File: config.mk
export PLATFORM = sky130hd
export DESIGN_NAME = mod3_check_serializer_flat
export DESIGN_NICKNAME = d
export VERILOG_FILES = /design/src/rtl/mod3_pkg.sv /design/src/rtl/mod3_check_serializer_if.sv /design/src/rtl/mod3_rem_tracker.sv /design/src/rtl/mod3_check_serializer.sv /design/src/flat_wrapper.sv
export SDC_FILE = /design/constraint.sdc
export NUM_CORES = 1
export LEC_CHECK = 0
export ABC_AREA = 1
export CAP_MARGIN = 10
export CORE_ASPECT_RATIO = 0.8
export CORE_MARGIN = 5
export CORE_UTILIZATION = 50
export CTS_CLUSTER_DIAMETER = 60
export DETAILED_ROUTE_END_ITERATION = 8
export PLACE_DENSITY = 0.87
export SYNTH_ARGS = -nofsm -noshare
export SYNTH_HDL_FRONTEND = slang
export SYNTH_SLANG_ARGS = --single-unit
File: constraint.sdc
create_clock -name clk -period 1.7 [get_ports clk]
set_clock_uncertainty 0.15 [all_clocks]
set_input_delay 0.34 -clock clk [delete_from_list [all_inputs] [get_ports clk]]
set_output_delay 0.34 -clock clk [all_outputs]
set_load 0.01 [all_outputs]
File: src/rtl/mod3_pkg.sv
// Shared mod-3 types and helpers for the serializer and the serial checker.
// A frame value is divisible by 3 when its MSB-first running remainder ends at 0.
package mod3_pkg;

  typedef enum logic [1:0] {
    IDLE  = 2'd0,
    DATA  = 2'd1,
    CHECK = 2'd2
  } state_t;

  typedef logic [1:0] rem_t;

  // Running remainder after appending one bit: (2*rem + b) mod 3.
  function automatic rem_t mod3_next(input rem_t rem, input logic b);
    rem_t nxt;
    case ({rem, b})
      3'b000:  nxt = 2'd0;
      3'b001:  nxt = 2'd1;
      3'b010:  nxt = 2'd2;
      3'b011:  nxt = 2'd0;
      3'b100:  nxt = 2'd1;
      3'b101:  nxt = 2'd2;
      default: nxt = 2'd0;
    endcase
    return nxt;
  endfunction

  // Two appended bits multiply the payload by 4 (== 1 mod 3), so chk = (3 - rem) mod 3.
  function automatic logic [1:0] mod3_chk(input rem_t rem);
    logic [1:0] chk;
    case (rem)
      2'd0:    chk = 2'b00;
      2'd1:    chk = 2'b10;
      2'd2:    chk = 2'b01;
      default: chk = 2'b00;
    endcase
    return chk;
  endfunction

endpackage

File: src/rtl/mod3_check_serializer_if.sv
// Payload-in and serial-out handshakes of the mod-3 check serializer.
interface mod3_check_serializer_if #(
  parameter int DATA_W = 8
);
  logic              in_valid;
  logic              in_ready;
  logic [DATA_W-1:0] in_data;
  logic              tx_valid;
  logic              tx_ready;
  logic              tx_bit;
  logic              tx_sof;
  logic              tx_eof;

  modport slave (
    input  in_valid, in_data, tx_ready,
    output in_ready, tx_valid, tx_bit, tx_sof, tx_eof
  );

  modport master (
    output in_valid, in_data, tx_ready,
    input  in_ready, tx_valid, tx_bit, tx_sof, tx_eof
  );
endinterface

File: src/rtl/mod3_rem_tracker.sv
// Registered mod-3 remainder of the bits shifted so far; clr wins over en.
module mod3_rem_tracker
  import mod3_pkg::*;
(
  input  logic clk,
  input  logic resetn,
  input  logic clr,
  input  logic en,
  input  logic bit_in,
  output rem_t rem
);

  rem_t rem_r;

  // Remainder register: cleared on frame accept, advanced on each payload beat.
  always_ff @(posedge clk) begin
    if (!resetn) begin
      rem_r <= 2'd0;
    end else if (clr) begin
      rem_r <= 2'd0;
    end else if (en) begin
      rem_r <= mod3_next(rem_r, bit_in);
    end else begin
      rem_r <= rem_r;
    end
  end

  assign rem = rem_r;

endmodule

File: src/rtl/mod3_check_serializer.sv
// Serializes a payload word MSB-first and appends a 2-bit code that makes the
// whole frame value divisible by 3.
module mod3_check_serializer
  import mod3_pkg::*;
#(
  parameter int DATA_W = 8
) (
  input  logic                    clk,
  input  logic                    resetn,
  mod3_check_serializer_if.slave  bus,
  output logic                    busy
);

  localparam int CNT_W = (DATA_W > 1) ? $clog2(DATA_W) : 1;
  localparam logic [CNT_W-1:0] LAST_CNT = CNT_W'(DATA_W - 1);

  state_t            state_r;
  logic [DATA_W-1:0] shreg_r;
  logic [CNT_W-1:0]  cnt_r;
  logic              chk_lo_r;
  logic              tx_valid_r;
  logic              tx_bit_r;
  logic              tx_sof_r;
  logic              tx_eof_r;

  logic              in_ready_s;
  logic              accept_s;
  logic              data_beat_s;
  logic [DATA_W-1:0] shreg_shift_s;
  rem_t              rem_s;
  rem_t              rem_next_s;
  logic [1:0]        chk_next_s;

  // Held in reset the block must not consume a word even though state reads IDLE.
  assign in_ready_s    = resetn && (state_r == IDLE);
  assign accept_s      = bus.in_valid && in_ready_s;
  assign data_beat_s   = (state_r == DATA) && tx_valid_r && bus.tx_ready;
  assign shreg_shift_s = shreg_r << 1;
  assign rem_next_s    = mod3_next(rem_s, shreg_r[DATA_W-1]);
  assign chk_next_s    = mod3_chk(rem_next_s);

  mod3_rem_tracker u_rem (
    .clk    (clk),
    .resetn (resetn),
    .clr    (accept_s),
    .en     (data_beat_s),
    .bit_in (shreg_r[DATA_W-1]),
    .rem    (rem_s)
  );

  // Frame FSM: owns the shift register, beat counter and all serial outputs.
  always_ff @(posedge clk) begin
    if (!resetn) begin
      state_r    <= IDLE;
      shreg_r    <= {DATA_W{1'b0}};
      cnt_r      <= {CNT_W{1'b0}};
      chk_lo_r   <= 1'b0;
      tx_valid_r <= 1'b0;
      tx_bit_r   <= 1'b0;
      tx_sof_r   <= 1'b0;
      tx_eof_r   <= 1'b0;
    end else begin
      case (state_r)
        IDLE: begin
          if (accept_s) begin
            state_r    <= DATA;
            shreg_r    <= bus.in_data;
            cnt_r      <= {CNT_W{1'b0}};
            tx_valid_r <= 1'b1;
            tx_bit_r   <= bus.in_data[DATA_W-1];
            tx_sof_r   <= 1'b1;
            tx_eof_r   <= 1'b0;
          end
        end
        DATA: begin
          if (bus.tx_ready) begin
            shreg_r  <= shreg_shift_s;
            cnt_r    <= cnt_r + CNT_W'(1);
            tx_sof_r <= 1'b0;
            if (cnt_r == LAST_CNT) begin
              state_r  <= CHECK;
              chk_lo_r <= chk_next_s[0];
              tx_bit_r <= chk_next_s[1];
            end else begin
              tx_bit_r <= shreg_shift_s[DATA_W-1];
            end
          end
        end
        CHECK: begin
          if (bus.tx_ready) begin
            if (tx_eof_r) begin
              state_r    <= IDLE;
              tx_valid_r <= 1'b0;
              tx_bit_r   <= 1'b0;
              tx_eof_r   <= 1'b0;
            end else begin
              tx_bit_r <= chk_lo_r;
              tx_eof_r <= 1'b1;
            end
          end
        end
        default: begin
          state_r    <= IDLE;
          tx_valid_r <= 1'b0;
          tx_bit_r   <= 1'b0;
          tx_sof_r   <= 1'b0;
          tx_eof_r   <= 1'b0;
        end
      endcase
    end
  end

  assign bus.in_ready = in_ready_s;
  assign bus.tx_valid = tx_valid_r;
  assign bus.tx_bit   = tx_bit_r;
  assign bus.tx_sof   = tx_sof_r;
  assign bus.tx_eof   = tx_eof_r;
  assign busy         = (state_r != IDLE);

endmodule
File: src/flat_wrapper.sv
// flat-port wrapper written by rule: the top's interface ports become plain ports
module mod3_check_serializer_flat import mod3_pkg::*;
#(
  parameter int DATA_W = 8
)
  (clk, resetn, busy, bus_in_valid, bus_in_data, bus_tx_ready, bus_in_ready, bus_tx_valid, bus_tx_bit, bus_tx_sof, bus_tx_eof);
  mod3_check_serializer_if #(.DATA_W(DATA_W)) bus_i ();
  input  logic clk;
  input  logic resetn;
  output logic busy;
  input wire logic [$bits(bus_i.in_valid)-1:0] bus_in_valid;
  input wire logic [$bits(bus_i.in_data)-1:0] bus_in_data;
  input wire logic [$bits(bus_i.tx_ready)-1:0] bus_tx_ready;
  output wire logic [$bits(bus_i.in_ready)-1:0] bus_in_ready;
  output wire logic [$bits(bus_i.tx_valid)-1:0] bus_tx_valid;
  output wire logic [$bits(bus_i.tx_bit)-1:0] bus_tx_bit;
  output wire logic [$bits(bus_i.tx_sof)-1:0] bus_tx_sof;
  output wire logic [$bits(bus_i.tx_eof)-1:0] bus_tx_eof;
  assign bus_i.in_valid = bus_in_valid;
  assign bus_i.in_data = bus_in_data;
  assign bus_i.tx_ready = bus_tx_ready;
  assign bus_in_ready = bus_i.in_ready;
  assign bus_tx_valid = bus_i.tx_valid;
  assign bus_tx_bit = bus_i.tx_bit;
  assign bus_tx_sof = bus_i.tx_sof;
  assign bus_tx_eof = bus_i.tx_eof;
  mod3_check_serializer #(.DATA_W(DATA_W)) u_core (.clk(clk), .resetn(resetn), .bus(bus_i), .busy(busy));
endmodule
# Word-level counts from Yosys, hierarchy flattened
# Cells that the tools add are included.
# word_totals
latchBits,0
mem_count,0
word_cells,74
ram_bits,0
ff_bits,20
inputBits,12
rom_bits,0
# op_classes
addsub,1
mul,0
n_mux,30
n_reduce_logical,17
n_eq_ne,14
bitwise,3
div_mod_pow,0
magnitude_cmp,0
shift,0
# ops
cell,n
8-bit two-way mux,2
8-bit case mux with 2 select lines,1
3-bit AND reduction,5
1-bit two-way mux,12
1-bit case mux with 3 select lines,4
2-bit two-way mux,5
"3-bit equality test, second input constant",3
2-bit case mux with 2 select lines,2
3-bit two-way mux,2
"2-bit inequality test, second input constant",3
2-bit case mux with 3 select lines,1
3-bit case mux with 2 select lines,1
2-bit OR reduction,3
5-bit AND reduction,1
"2-bit by 1-bit equality test with 1-bit output, second input constant",2
"2-bit equality test, second input constant",2
1-bit logical AND,4
"2-bit by 1-bit inequality test with 1-bit output, second input constant",2
4-bit AND reduction,1
2-bit nonzero test,2
"3-bit by 1-bit adder with 3-bit output, second input constant",1
"3-bit by 1-bit equality test with 1-bit output, second input constant",1
"3-bit by 2-bit equality test with 1-bit output, second input constant",1
1-bit inverter,3
2-bit logical NOT,1

# Longest topological paths before layout
# logic_depth
depth_word,8
depth_mapped,9

# Modules after synthesis
# Synthesis repeated with hierarchy kept, for this count alone.
# unflattened
cells_unflattened,144
area_unflattened_um2,1048.5
# by_module_without_submodules
mod,seq_area_each_um2,n_inst,cells_each,area_per_inst_um2
mod3_check_serializer,360.3,1,126,943.4
mod3_rem_tracker,40.0,1,18,105.1

# Worst setup path before layout
# No wires, ideal clock.
# synth_timing
kind,reg-to-reg
from,register u_core.state_r[0]
to,register u_core.shreg_r[4]
path_buffers,1
synth_period_minus_slack_ns,1.324
t_required_ns,1.476
t_arrival_ns,1.100
path_slack_ns,0.376
stages_incl_launch_ff,8
path_cell_list,dfxtp_1 > inv_2 > nor2_4 > nand2_4 > nand2_4 > buf_6 > o21ai_1 > a31oi_1
# synth_via
elab_chain_cells,5
elab_cells_between_ends,9
# synth_lines
item,line_no,source
start: declaration,mod3_check_serializer.sv:17,state_t state_r;
start signal: assignment,mod3_check_serializer.sv:54,state_r <= IDLE;
start signal: assignment,mod3_check_serializer.sv:66,state_r <= DATA;
start signal: assignment,mod3_check_serializer.sv:81,state_r <= CHECK;
2-bit logical NOT,"mod3_check_serializer.sv:35, mod3_check_serializer.sv:63",
1-bit logical AND,mod3_check_serializer.sv:35,assign in_ready_s = resetn && (state_r == IDLE);
1-bit logical AND,mod3_check_serializer.sv:36,assign accept_s = bus.in_valid && in_ready_s;
2-bit by 1-bit inequality test with 1-bit output (no source line),--,
3-bit AND reduction (no source line),--,
end signal: assignment,mod3_check_serializer.sv:55,shreg_r <= {DATA_W{1'b0}};
end signal: assignment,mod3_check_serializer.sv:67,shreg_r <= bus.in_data;
end signal: assignment,mod3_check_serializer.sv:77,shreg_r <= shreg_shift_s;
end: declaration,mod3_check_serializer.sv:18,logic [DATA_W-1:0] shreg_r;
# Parallel ways exist; a longest one is shown, timed or not.
# A chain may end at the register's enable or synchronous reset.

# Worst setup path after layout
# layout_timing
from,input port resetn
to,output port bus_in_ready
# layout_via
elab_chain_cells,1
# layout_lines
item,line_no,source
start: declaration,flat_wrapper.sv:9,input logic resetn;
1-bit logical AND,mod3_check_serializer.sv:35,
end: declaration,flat_wrapper.sv:14,output wire logic [$bits(bus_i.in_ready)-1:0] bus_in_ready;
# No other way between the ends.

==> metrics.log <==
[metrics] post-route DRC violation count: 0
[metrics] sequential share of the synthesized area: between 40 and 50%
[metrics] initial cell density of the core: between 50% and 60%
[metrics] total number of placement rows: 14
[metrics] post-CTS setup buffer count: 0
[metrics] level count of the clock H-tree: 1
[metrics] antenna cell count: 0
[metrics] final critical delay including setup and external delays: 1650 ps
[metrics] routed wire length: 2340 um
[metrics] Seq pwr share: about a third
[metrics] logic gate share of total power: around 46%
[metrics] leakage power: about 0.63 nW
[metrics] total count of hold-check failures in the final report: 0
[metrics] total standard cell area after synthesis: ~970 um^2
[metrics] r2r worst-path depth: 9
[metrics] Max Clk Rate: ~610 MHz
[metrics] sum of net half-perimeters after detailed placement: about 1800 um
[metrics] Routed Antenna Nets: 0
[metrics] number of clock buffers inserted by TritonCTS: 3
[metrics] Synth Instances: between 100 and 150
[metrics] placeable core region: approximately 1900 um^2
[metrics] number of antenna violations at the first check in global routing: 0
[metrics] Clock transition at path regs: ~120 ps
[metrics] growth of design area from synthesis to finish: 33.9%
[metrics] most common cell after layout, fill and taps aside: sky130_fd_sc_hd__nand2_1
[metrics] data arrival time at the worst-slack endpoint: between 1000 and 1500 ps
[metrics] Worst Path Class, Setup: input port to output pin
[metrics] x dimension of the die: ~59 um
[metrics] via count normalized by instance count: between 5 and 6
[metrics] number of setup violations in the final report: 0
[metrics] First-pass DRT Iterations: 4
[metrics] max-slew violations: 0
[metrics] Post-Route Hold Slack: ~320 ps
[metrics] Max transition margin: approximately 88%
[metrics] core utilization of the finished layout: 69.9%
[metrics] Worst-Margin Slew: about 180 ps
[metrics] Cell variety after synth: 22
[metrics] Iter 0 DRT Violations: 57
[metrics] total of max-cap violations: 0
[metrics] number of buffers on the longest clock path: 2
[metrics] FF+latch count, synth: 20
[metrics] total net switching power: 0.722 mW
[metrics] result of the run: finished clean
[metrics] clock tree root buffer cell: sky130_fd_sc_hd__clkbuf_4
[metrics] worst min path class: flop to flop
[metrics] full die area: 2930 um^2
[metrics] Die H: approximately 49 um
[metrics] fraction of layout instances using a drive strength above 1: between 10% and 20%
[metrics] via count of the first global-routing pass: 969
[metrics] power density over the cells: 1460 nW/um^2
[metrics] remaining global-route overflow: 0
[metrics] IR Drop Worst-Case VDD: approximately 1100 uV
[metrics] Max Fanout on Critical Path: 2
[metrics] pin count of the biggest net entering global routing: 17
[metrics] critical path data required time: ~1200 ps
[metrics] routed length per placed instance: ~12 um
[metrics] crit start category: input port
[metrics] total vias in the final route: 992
[metrics] Boundary Pins: 18
[metrics] later-pin clock latency in the skew report: 300 ps
[metrics] kind of end point of the critical path: output pin
[metrics] mean instance size in the synthesized netlist: around 7.0 um^2
[metrics] Synth warnings: 0
[metrics] clock share of power: about a fifth
[metrics] Worst Hold Depth: 2
[metrics] synthesized netlist net count: around 150
[metrics] clock tree from TritonCTS: done
[metrics] first-pass GRT wire length: 4110 um
[metrics] fill count: about 150
[metrics] highest-count cells in the layout ignoring fill and taps: sky130_fd_sc_hd__nand2_1 (44), sky130_fd_sc_hd__dfxtp_1 (19), sky130_fd_sc_hd__nor2_1 (15), sky130_fd_sc_hd__inv_1 (13), sky130_fd_sc_hd__buf_4 (12)
[metrics] final period utilization: a little over nine tenths
[metrics] number of buffer cells added on primary ports: 17
[metrics] GRT Total Usage: ~18%
[metrics] clock sinks: 20
[metrics] sw frac: a little under two fifths
[metrics] internal cell power: between 1 and 1.5 mW
[metrics] final net count: 184
[metrics] placer's final routability congestion estimate: approximately 0.83
per-layer routing:
metal / track usage [%] / vias up / share of wire (%)
li1: - / 506 / -
met1: 20.9 / 454 / 44
met2: 31.5 / 28 / 49
met3: 5.56 / 4 / 5.8
met4: 3.77 / 0 / 1.2
met5: 0 / - / 0
power by group through the flow:
stage	Sequential, mW	Combinational, mW	Clock [mW]
final	0.644	0.868	0.386
after global routing	0.661	0.976	0.414
after floorplan	0.671	0.479	0
after global placement	0.647	0.830	0
after detailed placement	0.654	0.868	0
after CTS	0.645	0.850	0.393
cells by family after synthesis:
logic type               count (synthesis)  synth area share [%]
AO/OA/AOI/OAI                           26                  15.6
adder cells (fa/ha/maj)                  2                  2.58
buffers and inverters                   16                  7.36
flip-flops                              20                  41.3
AND/OR/NAND/NOR                         74                  33.2
final timing paths:
path	slack, ps	end	startpoint
worst min-delay path	320	u_core.cnt_r[1]	u_core.cnt_r[1]
worst max register to register	190	u_core.bus.tx_bit	u_core.cnt_r[0]
worst max-delay path	50	bus_in_ready	resetn
worst min register to register	320	u_core.cnt_r[1]	u_core.cnt_r[1]
stage by stage:
step                total power, mW  instance area [um^2]  TNS (ps)  std cells  setup WS [ps]
finish                         1.90                  1300         0        193           54.3
CTS                            1.89                  1290         0        193           11.1
floorplan                      1.15                   970         0        138            376
global placement               1.48                  1240     -1750        189           -305
detailed placement             1.52                  1240     -2150        189           -308
global route                   2.05                  1300      -108        193          -45.1
worst max-delay path: stages:
cell	delay, ps
sky130_fd_sc_hd__clkdlybuf4s50_1	480
sky130_fd_sc_hd__inv_1	60
sky130_fd_sc_hd__nor2_1	130
sky130_fd_sc_hd__buf_2	150
state kept, by name (all words and copies together) (netlist names):
| name | count |
|---|---|
| u_core.bus.tx_bit | 1 |
| u_core.bus.tx_eof | 1 |
| u_core.bus.tx_sof | 1 |
| u_core.bus.tx_valid | 1 |
| u_core.chk_lo_r | 1 |
| u_core.cnt_r | 3 |
| u_core.shreg_r | 8 |
| u_core.state_r | 2 |
| u_core.u_rem.rem | 2 |
cells in the mapped netlist:
cell type / instances / area share [%]
sky130_fd_sc_hd__inv_2: 1 / 0.39
sky130_fd_sc_hd__dfxtp_1: 20 / 41
sky130_fd_sc_hd__a211oi_1: 1 / 0.77
sky130_fd_sc_hd__nand2_2: 1 / 0.65
sky130_fd_sc_hd__nand2_4: 2 / 2.3
sky130_fd_sc_hd__nand3_1: 5 / 2.6
sky130_fd_sc_hd__nand2_1: 44 / 17
sky130_fd_sc_hd__a21oi_1: 7 / 3.6
sky130_fd_sc_hd__o21ai_2: 2 / 1.8
sky130_fd_sc_hd__o21a_1: 1 / 0.77
sky130_fd_sc_hd__nor2_1: 18 / 7.0
sky130_fd_sc_hd__buf_6: 1 / 1.2
sky130_fd_sc_hd__nor2_2: 1 / 0.65
sky130_fd_sc_hd__o21ai_1: 1 / 0.52
sky130_fd_sc_hd__nand3b_1: 1 / 0.77
sky130_fd_sc_hd__ha_1: 2 / 2.6
sky130_fd_sc_hd__nand3_2: 1 / 1.0
sky130_fd_sc_hd__o21ai_0: 7 / 3.6
sky130_fd_sc_hd__a31oi_1: 7 / 4.5
sky130_fd_sc_hd__nor2_4: 1 / 1.2
sky130_fd_sc_hd__buf_4: 1 / 0.77
sky130_fd_sc_hd__inv_1: 13 / 5.0
layout make-up:
type                    instances  area (um^2)  share of cell area, %
repair buffers                 29          256                   19.7
multi-input cells             102          505                   38.9
clock buffers                   3         22.5                   1.73
clock inverters                 1         30.0                   2.31
inverters                      14         52.6                   4.05
well taps                      24         30.0                   2.31
flip-flops and latches         20          402                   30.9
what timing repair did:
item / in CTS / in global routing
setup endpoints to repair: 4 / 5
hold buffers: 0 / 0
resized for setup: 8 / 5
pin swaps: 0 / 0
(Power assumes the default switching activity.)
==> RTL edit 1: new RTL, config.mk and constraints unchanged <==
`DATA_W` is set to 8 in 3 places; all go to 16.
--- a/src/rtl/mod3_check_serializer_if.sv
+++ b/src/rtl/mod3_check_serializer_if.sv
@@ -1,6 +1,6 @@
 // Payload-in and serial-out handshakes of the mod-3 check serializer.
 interface mod3_check_serializer_if #(
-  parameter int DATA_W = 8
+  parameter int DATA_W = 16
 );
   logic              in_valid;
   logic              in_ready;
--- a/src/rtl/mod3_check_serializer.sv
+++ b/src/rtl/mod3_check_serializer.sv
@@ -3,7 +3,7 @@
 module mod3_check_serializer
   import mod3_pkg::*;
 #(
-  parameter int DATA_W = 8
+  parameter int DATA_W = 16
 ) (
   input  logic                    clk,
   input  logic                    resetn,
--- a/src/flat_wrapper.sv
+++ b/src/flat_wrapper.sv
@@ -1,7 +1,7 @@
 // flat-port wrapper written by rule: the top's interface ports become plain ports
 module mod3_check_serializer_flat import mod3_pkg::*;
 #(
-  parameter int DATA_W = 8
+  parameter int DATA_W = 16
 )
   (clk, resetn, busy, bus_in_valid, bus_in_data, bus_tx_ready, bus_in_ready, bus_tx_valid, bus_tx_bit, bus_tx_sof, bus_tx_eof);
   mod3_check_serializer_if #(.DATA_W(DATA_W)) bus_i ();
Ports: changed (resized bus_in_data); port bits go from 18 to 26. The function was not compared with the original's and may differ.
==> RTL edit 1 against the original RTL <==
Die area rose by 31%. Via count rose by 36%. Clock power rose by 26%. Sequential cell count rose by 9. Setup slack improved by 14 ps. Power fell by 19%. Combinational power fell by 67%. Routed wire length rose by 39%. Critical path depth fell by 1. Synthesized area rose by 39%. Cell area rose by 37%. Global-route usage rose by 2.0 points.
==> RTL edit 1: results (changes against the original RTL) <==
stage;metric;value;unit;change
grt;grtUsageTotal;19.9;%;+2.0 points
drt;routed_wl;3.25;mm;+39%
drt;initialDrtViolationCount;94;;+65%
grt;grt_max_degree;30;;+13
clock_tree;cts_buffer_depth;2;;unchanged
timing;timing.final.max_slew_violations;0;;unchanged
clock_tree;ctsResizeCount;9;;+1
layout;top_regs;u_core.shreg_r: 16 flops, u_core.cnt_r: 4 flops;;
critical_path;crit_family;buffers and inverters;;
critical_path;path_max_fanout;4;;+2
pwr;p_leak;0.795;nW;+26%
layout;fin_nets;247;;+34%
place;gp_congestion;0.933;;+13%
hold_path;worstHoldStart;resetn;;
clock_tree;h-tree-depth;2;;+1
yosys;synth_area_leaders;dfxtp_1 (43%), nand2_1 (15%), a31oi_1 (6.5%);;
yosys;ys.flop_type;dfxtp_1;;
place;io_buffers;25;;+8
clock_tree;cts_buffers;5;;+2
critical_path;timing.rr.start;u_core.cnt_r[0];;
layout;fillerInstances;207;;+36%
place;dpl.hpwl;2.34;mm;+34%
yosys;postSynth.asyncResetShare;0;%;unchanged
critical_path;slowest_delay;320;ps;-160 ps
clock_tree;root_buffer;clkbuf_4;;
timing;tightest_slew;210;ps;+26.9 ps
yosys;yosysUniqueCellTypes;25;;+14%
layout;drive_gt1_share;15.9;%;-1.9 points
yosys;synth_adder_area_share;0.928;%;-1.7 points
yosys;syn_nets;209;;+38%
timing;hold_violations;0;;unchanged
yosys;synthMuxAreaShare;0;%;unchanged
pwr;ir_worst_vdd;0.584;mV;-48%
clock_tree;path_clk_slew;100;ps;-20 ps
critical_path;crit_arrival;1140;ps;-20 ps
critical_path;critPathLaunch;u_core.state_r[0];;
yosys;yosys-top-cells-count;nand2_1 (53), dfxtp_1 (29), a21oi_1 (15);;
yosys;synthXorXnorAreaFrac;0;%;unchanged
layout;diodes;0;;unchanged
yosys;synth_compound_area_share;20.9;%;+5.3 points
drt;first_pass_iters;4;;unchanged
hold_path;hold_path.class;primary input to flip-flop;;
grt;grt_pass1_wl;5.74;mm;+40%
yosys;yosysWarnings;0;;unchanged
yosys;synth.yosys.seq_area_share;43.0;%;+1.8 points
run_status;outcome;finished clean;;
grt;antenna_found_initial;0;;unchanged
clock_tree;cts_setup_buffers;0;;unchanged
clock_tree;worst_skew_pair.late_latency;340;ps;+40 ps
critical_path;crit_slowest_cell;dfxtp_1;;
drt;viasPerCell;5.13;;-0.21%
grt;grt_pass1_vias;1289;;+33%
-- RTL edit 1: cell types whose count changed after synthesis, sizes merged, moves of 2 or more --
cell / delta
o21ai: +10
a31oi: +7
buf: +4
nand3: +4
nor2: -9
dfxtp: +9
nand4: +2
a21oi: +8
nand2: +9
clkbuf: +2
inv: +4
-- RTL edit 1: metrics by stage --
| step | instance area, sq um | utilization, % | total power [mW] | setup WS [ps] | instances |
|---|---|---|---|---|---|
| 2_1_floorplan | 1350 | - | 0.932 | 414 | 188 |
| 3_3_place_gp | 1710 | 67.7 | 1.05 | -382 | 255 |
| 3_5_place_dp | 1710 | 67.7 | 1.06 | -395 | 255 |
| 4_1_cts | 1770 | 70.0 | 1.53 | 14.4 | 263 |
| 5_1_grt | 1780 | 70.7 | 1.60 | 15.3 | 263 |
| 6_report | 1780 | 70.7 | 1.53 | 68.5 | 263 |
-- RTL edit 1: cell type report --
| class | count | share of cell area [%] |
|---|---|---|
| tap | 36 | 2.53 |
| clock inverter | 1 | 0.281 |
| clock buffer | 7 | 3.65 |
| timing repair buffer | 39 | 20.8 |
| sequential | 29 | 32.6 |
| inverter | 18 | 3.93 |
| multi-input combinational | 133 | 36.2 |
-- RTL edit 1: where the power goes --
part	leakage [nW]	internal, mW	switching, mW
combinational	0.516	0.138	0.147
clock	0.0413	0.239	0.247
sequential	0.238	0.729	0.0293
-- RTL edit 1: layer usage --
metal  up-vias  GRT usage, %  wire [um]
li1        712             -          -
met3         5          4.79        164
met5         -             0          0
met1       602          26.1       1550
met4         0          11.0         57
met2        30          29.3       1480
-- RTL edit 1: worst paths after layout --
kind	endpoint	slack (ps)	cells after the start
hold reg to reg	u_core.shreg_r[0]	320	2
setup reg to reg	u_core.chk_lo_r	150	6
hold / removal	u_core.bus.tx_bit	310	4
setup / recovery	busy	70	3
==> RTL edit 2: new RTL, same flow settings <==
Made on the original files. Encoding of `state_t`: now one-hot (3 bits for 3 states).
--- a/src/rtl/mod3_pkg.sv
+++ b/src/rtl/mod3_pkg.sv
@@ -2,10 +2,10 @@
 // A frame value is divisible by 3 when its MSB-first running remainder ends at 0.
 package mod3_pkg;
 
-  typedef enum logic [1:0] {
-    IDLE  = 2'd0,
-    DATA  = 2'd1,
-    CHECK = 2'd2
+  typedef enum logic [2:0] {
+    IDLE  = 3'b001,
+    DATA  = 3'b010,
+    CHECK = 3'b100
   } state_t;
 
   typedef logic [1:0] rem_t;
Formal check against the unedited RTL: no difference found for any inputs over 10 cycles, from zero or initial values and one cycle with resetn low; not proved beyond that.
==> RTL edit 2 against the original RTL <==
Cell area rose by 6.9%. Largest cell class unchanged. Cell count rose by 13%. Routed wire length rose by 19%. Count of clock-buffer cells in the layout did not move. Power fell by 5.3%. Synthesized area rose by 11%. Sequential cell count rose by 1. Clock power fell by 36%. Critical path type unchanged. Setup slack improved by 20 ps. Sequential power rose by 3.7%. First-iteration DRC count fell by 21%.
==> RTL edit 2: results (changes against the original RTL) <==
stage;metric;value;unit;change
drt;ant_nets;0;;unchanged
place;io_buffers;17;;unchanged
clock_tree;worst_skew_pair.late_latency;310;ps;
hold_path;hold_path.class;flip-flop to flip-flop;;
layout;fin_nets;208;;+13%
place;place_area;1350;sq um;+8.9%
yosys;synth_area_leaders;dfxtp_1 (39%), nand2_1 (16%), nor2_1 (12%);;
clock_tree;root_buffer;clkbuf_4;;
drt;initialDrtViolationCount;45;;-21%
clock_tree;cts_buffer_depth;2;;unchanged
layout;top_regs;u_core.shreg_r: 8 flops, u_core.cnt_r: 3 flops, u_core.state_r: 3 flops;;
place;place_ws;-330;ps;-22.3 ps
critical_path;critPathLaunch;resetn;;
layout;regArea;420;sq um;+4.7%
yosys;syn_nets;177;;+16%
clock_tree;cts_buffers;3;;unchanged
critical_path;crit_family;buffers and inverters;;
layout;fillerInstances;182;;+20%
drt;first_pass_iters;6;;+2
critical_path;path_max_fanout;2;;unchanged
yosys;synth.yosys.seq_area_share;39.1;%;-2.2 points
grt;grt_max_degree;14;;-3
grt;grt_pass1_wl;4.62;mm;+12%
grt;antenna_found_initial;0;;unchanged
timing;slew_headroom;80.2;%;-7.4 points
pwr;ir_worst_vdd;0.841;mV;-25%
grt;gr-usage-met2;33.1;%;+1.6 points
grt;use_met1;23.1;%;+2.2 points
critical_path;crit_slowest_cell;clkdlybuf4s50_1;;
drt;routed_wl;2.79;mm;+19%
place;dpl.hpwl;2.12;mm;+21%
yosys;postSynth.asyncResetShare;0;%;unchanged
hold_path;worstHoldStart;u_core.chk_lo_r;;
critical_path;slowest_delay;470;ps;
drt;viasPerCell;5.21;;+1.3%
yosys;yosysWarnings;0;;unchanged
layout;drive_gt1_share;15.0;%;-2.7 points
yosys;ys.flop_type;dfxtp_1;;
yosys;yosys-top-cells-count;nand2_1 (46), nor2_1 (33), dfxtp_1 (21);;
grt;grtUsageTotal;19.9;%;+2.0 points
clock_tree;ctsResizeCount;7;;-1
critical_path;crit_arrival;1140;ps;-20 ps
grt;grt_use_met3;5.96;%;+0.40 points
grt;grt_pass1_vias;1066;;+10%
drt;post_drt_wl_per_cell;12.8;um;+5.6%
yosys;yosysUniqueCellTypes;21;;-4.5%
yosys;syn_inst;163;;+18%
clock_tree;cts_setup_buffers;0;;unchanged
clock_tree;path_clk_slew;120;ps;about the same
critical_path;timing.rr.start;u_core.state_r[2];;
place;gp_congestion;0.908;;+10%
layout;diodes;0;;unchanged
run_status;outcome;finished clean;;
pwr;p_leak;0.717;nW;+14%
RTL edit 2: changes by cell type in the layout (fill, tap and decap cells not counted), sizes merged, moves of 2 or more:
cell | unedited run | this run
nor2 | 20 | 37
nand4 | 0 | 4
nand3 | 6 | 9
a31oi | 7 | 0
nand2 | 47 | 49
inv | 14 | 18
o21ai | 10 | 12
RTL edit 2: per-layer routing:
metal / vias up / wire length, um
met5: - / 0
met2: 53 / 1330
met1: 498 / 1150
li1: 572 / -
met3: 12 / 193
met4: 0 / 116
RTL edit 2: logic make-up after synthesis:
| family | count (synthesis) | synth area share, % |
|---|---|---|
| adders and majority gates | 2 | 2.33 |
| AOI/OAI and AO/OA | 21 | 11.0 |
| buffers and inverters | 20 | 7.56 |
| and+or+nand+nor | 99 | 40.0 |
| DFF | 21 | 39.1 |
RTL edit 2: worst reg2reg max path, delay by kind of cell, from the launching register on:
family	cells	cell delay, ps
buffers and inverters	2	240
flip-flops	1	330
AND/OR/NAND/NOR	7	770
RTL edit 2: final cells by class:
cell class / instances / area share, %
clock buffers: 3 / 1.62
clock inverters: 1 / 0.360
inverters: 18 / 5.23
multi-input cells: 122 / 42.3
flip-flops and latches: 21 / 30.3
well taps: 25 / 2.25
repair buffers: 28 / 18.0
RTL edit 2: power by group:
| group | total (mW) | internal, mW | switching (mW) |
|---|---|---|---|
| Clock | 0.248 | 0.0881 | 0.160 |
| Combinational | 0.881 | 0.355 | 0.526 |
| Sequential | 0.668 | 0.607 | 0.0612 |
| Total | 1.80 | 1.05 | 0.747 |
RTL edit 2: worst paths after layout:
check,to,slack (ps),depth (start not counted)
hold reg to reg,u_core.chk_lo_r,330,2
hold / removal,u_core.chk_lo_r,330,2
setup / recovery,bus_in_ready,70,4
setup reg to reg,u_core.state_r[1],110,9
